$ cat config.mk
export PLATFORM = sky130hd
export DESIGN_NAME = fetch_buffer_flat
export DESIGN_NICKNAME = d
export VERILOG_FILES = /design/src/rtl/fetch_buffer_pkg.sv /design/src/rtl/fetch_buffer_if.sv /design/src/rtl/fetch_buffer_chk.sv /design/src/rtl/sync_fifo.sv /design/src/rtl/fetch_buffer.sv /design/src/flat_wrapper.sv
export SDC_FILE = /design/constraint.sdc
export NUM_CORES = 1
export LEC_CHECK = 0
export BUFFER_PORTS_ARGS = -buffer_cell sky130_fd_sc_hd__buf_2
export CAP_MARGIN = 20
export CORE_MARGIN = 2
export CORE_UTILIZATION = 56
export CTS_CLUSTER_DIAMETER = 150
export DETAILED_ROUTE_END_ITERATION = 12
export MAX_ROUTING_LAYER = met4
export PLACE_DENSITY = 0.77
export SLEW_MARGIN = 5
export SYNTH_ARGS = -nofsm -noshare
export SYNTH_HDL_FRONTEND = slang
export SYNTH_HIERARCHICAL = 1
export SYNTH_SLANG_ARGS = --single-unit
$ cat constraint.sdc
create_clock -name clk -period 4.61 [get_ports clk]
set_clock_uncertainty 0.15 [all_clocks]
set_input_delay 0.2305 -clock clk [delete_from_list [all_inputs] [get_ports clk]]
set_output_delay 0.2305 -clock clk [all_outputs]
set_load 0.005 [all_outputs]
$ cat src/rtl/fetch_buffer_pkg.sv
// Shared RV32I constants plus the fetch-buffer queue entry layout and address helper.
package rv32i_pkg;
  localparam int          XLEN    = 32;
  localparam int          INST_W  = 32;
  localparam logic [31:0] PC_STEP = 32'd4;
  localparam logic [31:0] NOP     = 32'h0000_0013;
endpackage

package fetch_buffer_pkg;
  import rv32i_pkg::*;

  typedef struct packed {
    logic [INST_W-1:0] inst;
    logic [XLEN-1:0]   pc;
  } fb_entry_t;

  localparam int ENTRY_W = $bits(fb_entry_t);

  // Fetches are always word sized; low address bits are dropped, not trapped.
  function automatic logic [XLEN-1:0] word_align(input logic [XLEN-1:0] addr);
    word_align = {addr[XLEN-1:2], 2'b00};
  endfunction
endpackage

$ cat src/rtl/fetch_buffer_if.sv
// Fetch-stage bundle: PC loop, instruction-memory port and decode handshake.
interface fetch_buffer_if import rv32i_pkg::*; #(parameter int DEPTH = 4);
  localparam int CNT_W = $clog2(DEPTH) + 1;

  logic              start;
  logic [XLEN-1:0]   pc_in;
  logic              flush;
  logic [XLEN-1:0]   pc_next;
  logic [XLEN-1:0]   imem_addr;
  logic              imem_en;
  logic [INST_W-1:0] imem_rdata;
  logic              dec_valid;
  logic              dec_ready;
  logic [INST_W-1:0] dec_inst;
  logic [XLEN-1:0]   dec_pc;
  logic [CNT_W-1:0]  count;

  modport master (
    output start, pc_in, flush, imem_rdata, dec_ready,
    input  pc_next, imem_addr, imem_en, dec_valid, dec_inst, dec_pc, count
  );

  modport slave (
    input  start, pc_in, flush, imem_rdata, dec_ready,
    output pc_next, imem_addr, imem_en, dec_valid, dec_inst, dec_pc, count
  );
endinterface

$ cat src/rtl/fetch_buffer_chk.sv
// Guards the credit scheme: the queue must never see a push while already full.
module fetch_buffer_chk #(
  parameter  int DEPTH = 4,
  localparam int CNT_W = $clog2(DEPTH) + 1
) (
  input logic             clk,
  input logic             reset,
  input logic             push,
  input logic             flush,
  input logic [CNT_W-1:0] count
);
  localparam logic [CNT_W-1:0] CNT_FULL = CNT_W'(DEPTH);

  a_no_overflow: assert property (@(posedge clk) disable iff (reset)
    (push && !flush) |-> (count != CNT_FULL));
endmodule

$ cat src/rtl/sync_fifo.sv
// Circular FIFO with synchronous flush; head data is read straight from storage.
module sync_fifo #(
  parameter  int WIDTH = 64,
  parameter  int DEPTH = 4,
  localparam int PTR_W = $clog2(DEPTH),
  localparam int CNT_W = $clog2(DEPTH) + 1
) (
  input  logic             clk,
  input  logic             reset,
  input  logic             flush,
  input  logic             push,
  input  logic [WIDTH-1:0] push_data,
  input  logic             pop,
  output logic [WIDTH-1:0] head_data,
  output logic             valid,
  output logic [CNT_W-1:0] count
);
  localparam logic [PTR_W-1:0] PTR_ONE  = PTR_W'(1);
  localparam logic [CNT_W-1:0] CNT_ONE  = CNT_W'(1);
  localparam logic [CNT_W-1:0] CNT_FULL = CNT_W'(DEPTH);

  logic [WIDTH-1:0] mem_r [DEPTH];
  logic [PTR_W-1:0] head_r;
  logic [PTR_W-1:0] tail_r;
  logic [CNT_W-1:0] count_r;
  logic             empty_s;
  logic             full_s;
  logic             pop_ok_s;
  logic             push_ok_s;

  assign empty_s   = (count_r == {CNT_W{1'b0}});
  assign full_s    = (count_r == CNT_FULL);
  assign pop_ok_s  = pop & ~empty_s & ~flush;
  assign push_ok_s = push & ~flush & (~full_s | pop_ok_s);

  // Storage write; entries are only meaningful between head and tail, so no reset.
  always_ff @(posedge clk) begin
    if (push_ok_s) begin
      mem_r[tail_r] <= push_data;
    end
  end

  // Pointer and occupancy update; power-of-two DEPTH makes pointer wrap implicit.
  always_ff @(posedge clk) begin
    if (reset || flush) begin
      head_r  <= {PTR_W{1'b0}};
      tail_r  <= {PTR_W{1'b0}};
      count_r <= {CNT_W{1'b0}};
    end else begin
      if (push_ok_s) begin
        tail_r <= tail_r + PTR_ONE;
      end
      if (pop_ok_s) begin
        head_r <= head_r + PTR_ONE;
      end
      case ({push_ok_s, pop_ok_s})
        2'b10:   count_r <= count_r + CNT_ONE;
        2'b01:   count_r <= count_r - CNT_ONE;
        default: count_r <= count_r;
      endcase
    end
  end

  assign head_data = mem_r[head_r];
  assign valid     = ~empty_s;
  assign count     = count_r;
endmodule

$ cat src/rtl/fetch_buffer.sv
// Instruction fetch buffer: credit-based issue to a 1-cycle memory, results queued for decode.
module fetch_buffer import rv32i_pkg::*, fetch_buffer_pkg::*; #(
  parameter int DEPTH = 4
) (
  input logic           clk,
  input logic           reset,
  fetch_buffer_if.slave bus
);
  localparam int               CNT_W      = $clog2(DEPTH) + 1;
  localparam logic [CNT_W-1:0] CREDIT_MAX = CNT_W'(DEPTH);

  logic             issue_s;
  logic             fifo_flush_s;
  logic             push_s;
  logic             pop_s;
  logic             head_valid_s;
  logic [CNT_W-1:0] count_s;
  logic [CNT_W-1:0] credit_s;
  logic [XLEN-1:0]  fetch_addr_s;
  logic             inflight_v_r;
  logic [XLEN-1:0]  inflight_pc_r;
  fb_entry_t        push_entry_s;
  fb_entry_t        head_entry_s;

  // An outstanding read already owns a queue slot, so it counts against the credit.
  assign fetch_addr_s = word_align(bus.pc_in);
  assign credit_s     = count_s + CNT_W'(inflight_v_r);
  assign issue_s      = bus.start & ~bus.flush & ~reset & (credit_s < CREDIT_MAX);

  assign bus.imem_en   = issue_s;
  assign bus.imem_addr = fetch_addr_s;
  assign bus.pc_next   = issue_s ? (bus.pc_in + PC_STEP) : bus.pc_in;

  // Tracks the single read whose data returns next cycle.
  always_ff @(posedge clk) begin
    if (reset) begin
      inflight_v_r  <= 1'b0;
      inflight_pc_r <= {XLEN{1'b0}};
    end else if (issue_s) begin
      inflight_v_r  <= 1'b1;
      inflight_pc_r <= fetch_addr_s;
    end else begin
      inflight_v_r  <= 1'b0;
    end
  end

  assign fifo_flush_s = bus.flush | ~bus.start;
  assign push_s       = inflight_v_r;
  assign push_entry_s = '{inst: bus.imem_rdata, pc: inflight_pc_r};
  assign pop_s        = head_valid_s & bus.dec_ready;

  sync_fifo #(
    .WIDTH (ENTRY_W),
    .DEPTH (DEPTH)
  ) u_queue (
    .clk       (clk),
    .reset     (reset),
    .flush     (fifo_flush_s),
    .push      (push_s),
    .push_data (push_entry_s),
    .pop       (pop_s),
    .head_data (head_entry_s),
    .valid     (head_valid_s),
    .count     (count_s)
  );

  fetch_buffer_chk #(
    .DEPTH (DEPTH)
  ) u_chk (
    .clk   (clk),
    .reset (reset),
    .push  (push_s),
    .flush (fifo_flush_s),
    .count (count_s)
  );

  // Empty queue presents zeros rather than stale storage.
  assign bus.dec_valid = head_valid_s;
  assign bus.dec_inst  = head_valid_s ? head_entry_s.inst : {INST_W{1'b0}};
  assign bus.dec_pc    = head_valid_s ? head_entry_s.pc : {XLEN{1'b0}};
  assign bus.count     = count_s;
endmodule

$ cat src/flat_wrapper.sv
// flat-port wrapper written by rule: the top's interface ports become plain ports
module fetch_buffer_flat import rv32i_pkg::*, fetch_buffer_pkg::*;
#(
  parameter int DEPTH = 4
)
  (clk, reset, bus_start, bus_pc_in, bus_flush, bus_imem_rdata, bus_dec_ready, bus_pc_next, bus_imem_addr, bus_imem_en, bus_dec_valid, bus_dec_inst, bus_dec_pc, bus_count);
  fetch_buffer_if #(.DEPTH(DEPTH)) bus_i ();
  input logic clk;
  input logic reset;
  input wire logic [$bits(bus_i.start)-1:0] bus_start;
  input wire logic [$bits(bus_i.pc_in)-1:0] bus_pc_in;
  input wire logic [$bits(bus_i.flush)-1:0] bus_flush;
  input wire logic [$bits(bus_i.imem_rdata)-1:0] bus_imem_rdata;
  input wire logic [$bits(bus_i.dec_ready)-1:0] bus_dec_ready;
  output wire logic [$bits(bus_i.pc_next)-1:0] bus_pc_next;
  output wire logic [$bits(bus_i.imem_addr)-1:0] bus_imem_addr;
  output wire logic [$bits(bus_i.imem_en)-1:0] bus_imem_en;
  output wire logic [$bits(bus_i.dec_valid)-1:0] bus_dec_valid;
  output wire logic [$bits(bus_i.dec_inst)-1:0] bus_dec_inst;
  output wire logic [$bits(bus_i.dec_pc)-1:0] bus_dec_pc;
  output wire logic [$bits(bus_i.count)-1:0] bus_count;
  assign bus_i.start = bus_start;
  assign bus_i.pc_in = bus_pc_in;
  assign bus_i.flush = bus_flush;
  assign bus_i.imem_rdata = bus_imem_rdata;
  assign bus_i.dec_ready = bus_dec_ready;
  assign bus_pc_next = bus_i.pc_next;
  assign bus_imem_addr = bus_i.imem_addr;
  assign bus_imem_en = bus_i.imem_en;
  assign bus_dec_valid = bus_i.dec_valid;
  assign bus_dec_inst = bus_i.dec_inst;
  assign bus_dec_pc = bus_i.dec_pc;
  assign bus_count = bus_i.count;
  fetch_buffer #(.DEPTH(DEPTH)) u_core (.clk(clk), .reset(reset), .bus(bus_i));
endmodule
[Word-level counts from Yosys, hierarchy flattened]
Memories as Yosys holds them, arrays and structs flattened. A register that Yosys moved wholly into a read port is not among the register bits.
Index checks and enable logic that the tools add are counted.
Cells by class
  $add $sub $neg: 6
  magnitude comparators: 1
  equal/unequal tests: 3
  mux-type cells: 9
  bitwise logic cells: 16
  reduce and logical (&&, ||, !) cells: 3
Operators with widths (number)
  two-way mux 32 bit: 3
  adder 32 x 3 -> 32 bit, second input constant: 1
  bitwise AND 1 bit: 8
  inverter 1 bit: 6
  one-hot mux 3 bit (2 select lines): 1
  adder 2 x 1 -> 2 bit, second input constant: 2
  two-way mux 2 bit: 2
  adder 3 x 1 -> 3 bit: 1
  adder 3 x 1 -> 3 bit, second input constant: 1
  == test 3 bit, second input constant: 1
  zero test 3 bit: 1
  < comparator 3 bit, second input constant: 1
  two-way mux 1 bit: 3
  subtractor 3 x 1 -> 3 bit, second input constant: 1
  == test 2 x 1 -> 1 bit, second input constant: 1
  == test 2 bit, second input constant: 1
  OR 1 bit: 2
  nonzero test 2 bit: 1
  logical OR 1 bit: 1
Word-level totals
  register bits after elaboration: 38
  memory bits (writable): 248
  output and inout port bits: 133
  memories: 1
Memories
  u_core.u_queue.mem_r: depth 4, bits a word 62, read ports 1, clocked after memory_dff 1, write ports 1, line sync_fifo.sv:22  | logic [WIDTH-1:0] mem_r [DEPTH];

[Longest topological paths before layout]
  depth in word-level cells: 9
  gate-level depth with buffers: 12
  gate-level depth less buffers: 10

[Hierarchy]
Netlist, hierarchy kept.
By module, submodules not included
  sync_fifo: instances 1, cells each 390, area an instance 9744.3 µm², sequential area each 7867.5 µm²
  fetch_buffer: instances 1, cells each 346, area an instance 2517.4 µm², sequential area each 620.6 µm²

[Worst setup path before layout]
OpenSTA, ideal clock, no wires.
  kind: reg2reg
  from: register u_core.u_queue.count_r[2], in the netlist u_core/u_queue/count[2]
  to: memory u_core/u_queue/mem_r[1][0] in the netlist's numbering (enable)
  setup time: 0.429 ns
  arrival time: 3.354 ns
  required time: 4.031 ns
  slack: 0.677 ns
  cell stages (with the launch flop): 8
  buffers on the path: 2
  cell sequence: dfxtp_1 > or3_1 > buf_6 > clkbuf_1 > and2_1 > nor4b_1 > nor3b_1 > and2_1
On the way
  longest elaborated chain between the ends: 9
  elaborated cells between the ends (all ways): 11
  classes of those cells: eq/ne (1); mux (2); bitwise (7); reduce/logical (1)
RTL lines
  from (decl): line sync_fifo.sv:25  | logic [CNT_W-1:0] count_r;
  from (signal assigned): line sync_fifo.sv:48  | count_r <= {CNT_W{1'b0}};
  from (signal assigned): line sync_fifo.sv:57  | 2'b10: count_r <= count_r + CNT_ONE;
  from (signal assigned): line sync_fifo.sv:58  | 2'b01: count_r <= count_r - CNT_ONE;
  zero test 3 bit: line sync_fifo.sv:31  | assign empty_s = (count_r == {CNT_W{1'b0}});
  inverter 1 bit: line sync_fifo.sv:65  | assign valid = ~empty_s;
  net bus_dec_valid: line flat_wrapper.sv:18  | output wire logic [$bits(bus_i.dec_valid)-1:0] bus_dec_valid;
  bitwise AND 1 bit: line fetch_buffer.sv:50  | assign pop_s = head_valid_s & bus.dec_ready;
  net u_core.pop_s: line fetch_buffer.sv:15  | logic pop_s;
  bitwise AND 1 bit (2 in series): line sync_fifo.sv:33  | assign pop_ok_s = pop & ~empty_s & ~flush;
  OR 1 bit: line sync_fifo.sv:34  | assign push_ok_s = push & ~flush & (~full_s | pop_ok_s);
  bitwise AND 1 bit: line sync_fifo.sv:34
  two-way mux 1 bit: line sync_fifo.sv:38  | if (push_ok_s) begin
  two-way mux 1 bit (implied by the code): line sync_fifo.sv:39  | mem_r[tail_r] <= push_data;
  to (decl): line sync_fifo.sv:22
The timed path passes the listed nets, and every way through them passes these cells.

[Final worst setup path]
  from: register u_core.u_queue.count_r[2], in the netlist u_core/u_queue/count[2]
  to: memory u_core/u_queue/mem_r[0][38] in the netlist's numbering (enable)
On the way
  longest elaborated chain between the ends: 9
  elaborated cells between the ends (all ways): 11
  classes of those cells: eq/ne (1); mux (2); bitwise (7); reduce/logical (1)
RTL lines (line)
  zero test 3 bit: sync_fifo.sv:31
  inverter 1 bit: sync_fifo.sv:65
  bitwise AND 1 bit: fetch_buffer.sv:50
  net u_core.pop_s: fetch_buffer.sv:15
  bitwise AND 1 bit (2 in series): sync_fifo.sv:33
  OR 1 bit: sync_fifo.sv:34
  bitwise AND 1 bit: sync_fifo.sv:34
  two-way mux 1 bit: sync_fifo.sv:38
  two-way mux 1 bit (implied by the code): sync_fifo.sv:39
The timed path passes the listed nets, and every way through them passes these cells.

==> key figures <==
Clock network
  – CTS tree: done
  – Number of hold buffers added after cts: 62
  – Reg clk slew, reported paths: 0.06 ns
  – Buffer type at the clock tree root: sky130_fd_sc_hd__clkbuf_16
  – Max Buffers Root-to-Sink: 3
  – H-tree level count: 1
  – # resized after CTS: 0
  – Clock net sink count: 296
  – Setup Fix Bufs, Post-CTS: 0
  – Clk Latency, worst-skew pair: 0.53 ns
  – Number of buffers added by the clock tree synthesis step: 29

Floorplan
  – Number of ports placed on the die boundary: 202
  – Die Span X: 152 um
  – Die height: 152 um
  – Die Footprint: 23100 um^2
  – Starting density of the core: 56.5%
  – Core ar.: 21700 um^2
  – Row Count: 54

Logic synthesis
  – Post-synth top area cell: sky130_fd_sc_hd__edfxtp_1
  – Area share of fa/ha/maj cells after synthesis: 0.673%
  – Main area contributors after synthesis: sky130_fd_sc_hd__edfxtp_1 63%, sky130_fd_sc_hd__mux4_2 12%, sky130_fd_sc_hd__dfxtp_1 6.5%
  – Synthesized flop and latch total: 296
  – Count of distinct cell types in the synthesized netlist: 46
  – Post-synth top area share: 62.7%
  – Netlist Area Pre-Place: 12300 um^2
  – Mapped Cells: 736
  – Number of synthesis warnings: 6
  – Count of flip-flops with a built-in enable after synthesis: 256
  – Share of the synthesized area in compound gates (AO/OA/AOI/OAI): 1.88%
  – Xor-xnor portion of the synthesized cell area: 2.43%
  – Synth Flop Type: sky130_fd_sc_hd__edfxtp_1
  – Mux contribution to synthesized area: 12.2%
  – Mapped Avg Cell Area: 16.7 um^2
  – Sequential element share of the synthesized area: 69.2%
  – Area share of and/or/nand/nor cells after synthesis: 9.76%
  – Main combinational cell family by area after synthesis: multiplexers
  – Synth async-reset ratio: 0%

STA
  – Sum of negative setup slack: 0 ns
  – Headroom to the max-slew limit: 33.8%
  – Fmax: 0.314 GHz
  – Count of final hold-check violations: 0
  – Worst hold-check slack: 0.0572 ns
  – Worst Setup Slack, final: 1.43 ns
  – Final count of pins violating max slew: 0
  – Tcrit/Tclk final: 69.0%
  – Final number of setup-violating endpoints: 0
  – Shortest clock period the worst path allows after layout: 3.18 ns
  – Transition time at the pin with the least slew margin: 0.993 ns
  – RSZ-0062 raised after global routing: false

Power and ir drop
  – Static Leakage: 5.43 nW
  – Peak supply drop: 0.000221 V
  – Ratio of total power to cell area: 355 nW/um^2

Place
  – Placed wire-length estimate after detailed placement: 14200 um
  – Pre-CTS setup slack: 1.41 ns
  – GP Congestion: 0.803
  – Area of placed instances: 13200 um^2
  – Number of placed cells counting well taps: 1156
  – Port buffer count: 195

GRT
  – Wire length of the first global-routing pass: 38200 um
  – GR Util All Layers: 21.4%
  – Antenna violations before repair: 0
  – Sum of overflow across all layers after global routing: 0
  – Number of global-route vias before repair: 7004
  – Pin count of the biggest net entering global routing: 70

Critical path
  – CP max-delay cell: sky130_fd_sc_hd__and2_4
  – Crit Path Class: reg2reg
  – Cell chain of the critical path: or3_2 -> and2_1 -> nor4b_1 -> nor3b_1 -> and2_4
  – Cell type group with the largest total delay on the critical path: simple AND/OR/NAND/NOR gates
  – Critical path buffers and inverters: 0
  – Slowest Stage Delay on Critical Path: 0.91 ns
  – Worst endpoint data arrival time: 3.18 ns
  – Type of element launching the critical path: register
  – Crit-path max FO: 64
  – Type of element capturing the critical path: register
  – Critical path required time: 4.61 ns

Drt
  – Pre-Repair DR Iteration Count: 5
  – Avg WL per Cell: 19.0 um
  – Via density per instance: 5.43
  – Overall via count from detail_route: 6891
  – Total detailed-routing wirelength: 24100 um
  – Residual DRC count: 0
  – Number of nets with antenna violations after detailed routing: 0
  – Number of DRC markers in iteration 0: 537

Finish
  – Final design instance area without fill: 14700 um^2
  – Cell Count, Final, Fillers Out: 1269
  – Synth-to-Final Area Change: 20.0%
  – Fraction of layout cells with a size suffix above 1: 33.0%
  – Count of nets after finishing: 1044
  – Antenna fix cells: 0

Run
  – Maxcap violations: 0

Hold path
  – Hold/Removal Path Class: in2reg

Run status
  – Outcome: completed
-- layout by cell type, fill, tap and decap left out, types with 4 or more instances in the layout --
master / netlist / final
sky130_fd_sc_hd__buf_4: 36 / 6
sky130_fd_sc_hd__and4_1: 5 / 5
sky130_fd_sc_hd__nor4_1: 4 / 4
sky130_fd_sc_hd__clkbuf_16: 0 / 29
sky130_fd_sc_hd__clkbuf_1: 17 / 6
sky130_fd_sc_hd__nor3_1: 16 / 16
sky130_fd_sc_hd__mux4_2: 64 / 64
sky130_fd_sc_hd__inv_1: 8 / 8
sky130_fd_sc_hd__nand2_1: 70 / 70
sky130_fd_sc_hd__clkinv_1: 0 / 5
sky130_fd_sc_hd__dfxtp_1: 40 / 38
sky130_fd_sc_hd__and2_1: 73 / 69
sky130_fd_sc_hd__xnor2_1: 12 / 12
sky130_fd_sc_hd__nand3_1: 11 / 11
sky130_fd_sc_hd__clkinv_2: 0 / 7
sky130_fd_sc_hd__xor2_1: 22 / 22
sky130_fd_sc_hd__and2_4: 0 / 4
sky130_fd_sc_hd__and3_1: 4 / 4
sky130_fd_sc_hd__dlygate4sd3_1: 0 / 62
sky130_fd_sc_hd__ha_1: 5 / 5
sky130_fd_sc_hd__edfxtp_1: 256 / 256
sky130_fd_sc_hd__a21oi_1: 30 / 30
sky130_fd_sc_hd__buf_2: 13 / 195
sky130_fd_sc_hd__nor2_1: 13 / 13
sky130_fd_sc_hd__conb_1: 1 / 10
-- synthesized netlist by cell type, types with 5 or more instances --
cell                         n
sky130_fd_sc_hd__edfxtp_1  256
sky130_fd_sc_hd__a21oi_1    30
sky130_fd_sc_hd__xor2_1     22
sky130_fd_sc_hd__nor3_1     16
sky130_fd_sc_hd__ha_1        5
sky130_fd_sc_hd__buf_2      13
sky130_fd_sc_hd__inv_1       8
sky130_fd_sc_hd__clkbuf_1   17
sky130_fd_sc_hd__xnor2_1    12
sky130_fd_sc_hd__nand2_1    70
sky130_fd_sc_hd__buf_4      36
sky130_fd_sc_hd__and2_1     73
sky130_fd_sc_hd__mux4_2     64
sky130_fd_sc_hd__nor2_1     13
sky130_fd_sc_hd__nand3_1    11
sky130_fd_sc_hd__dfxtp_1    40
sky130_fd_sc_hd__and4_1      5
-- worst register-to-register path: stages, from the launching register on --
cell and delay, ns:
sky130_fd_sc_hd__dfxtp_1 0.48, sky130_fd_sc_hd__or3_2 0.18, sky130_fd_sc_hd__and2_1 0.25, sky130_fd_sc_hd__nor4b_1 0.14, sky130_fd_sc_hd__nor3b_1 0.63, sky130_fd_sc_hd__and2_4 0.91
-- cell families after synthesis --
family,after synthesis
AND/OR/NAND/NOR,218
AO/OA/AOI/OAI,35
buffers and inverters,78
adder cells (fa/ha/maj),6
XOR/XNOR,34
flip-flops,296
other,1
multiplexers,68
-- metal layers --
layer	part of all wire [%]	track usage [%]	vias to the layer above	routed length (um)
li1	-	-	3193	-
met3	5.6	2.68	33	1350
met4	1.6	4.45	0	378
met2	48	34.7	288	11600
met5	0	-	-	0
met1	45	29.8	3377	10700
-- layout make-up --
| cell class | count | area (um^2) |
|---|---|---|
| Inverter | 8 | 30.0 |
| Multi-Input combinational cell | 371 | 3350 |
| Tap cell | 280 | 350 |
| Sequential cell | 296 | 8500 |
| Clock inverter | 14 | 70.1 |
| Fill cell | 1448 | 6970 |
| Clock buffer | 37 | 776 |
| Timing Repair Buffer | 263 | 1640 |
-- path summary, 6_finish.rpt --
path / cells past startpoint / endpoint / slack (ns) / from
max: 5 / u_core/u_queue/mem_r[0][38] / 1.43 / u_core/u_queue/count[2]
min: 3 / u_core/inflight_v_r / 0.06 / reset
max reg2reg: 5 / u_core/u_queue/mem_r[0][38] / 1.43 / u_core/u_queue/count[2]
min reg2reg: 2 / u_core/inflight_pc_r[21] / 0.35 / u_core/inflight_pc_r[21]
-- stage by stage --
step | total power, W | util (%)
CTS | 0.00527 | 67.8
global route | 0.00540 | 67.8
finish | 0.00523 | 67.8
floorplan | 0.00308 | -
detailed placement | 0.00316 | 61.1
global placement | 0.00316 | 61.1
-- power breakdown --
group | internal, W | total (W) | leakage, nW | switching [W]
Sequential | 0.00292 | 0.00294 | 2.77 | 0.0000183
Clock | 0.00118 | 0.00208 | 0.419 | 0.000902
Combinational | 0.000101 | 0.000207 | 2.24 | 0.000106
Total | 0.00420 | 0.00523 | 5.43 | 0.00103
-- state kept, by name, summed over array words and instances, names as in the netlist, named ones only --
signal                 count
u_core/inflight_pc_r      30
u_core/u_queue/head_r      2
u_core/u_queue/tail_r      2
u_core/u_queue/mem_r     256
u_core/u_queue/count       3
u_core/inflight_v_r        1
Note: power is estimated with default switching activity, not from simulation.
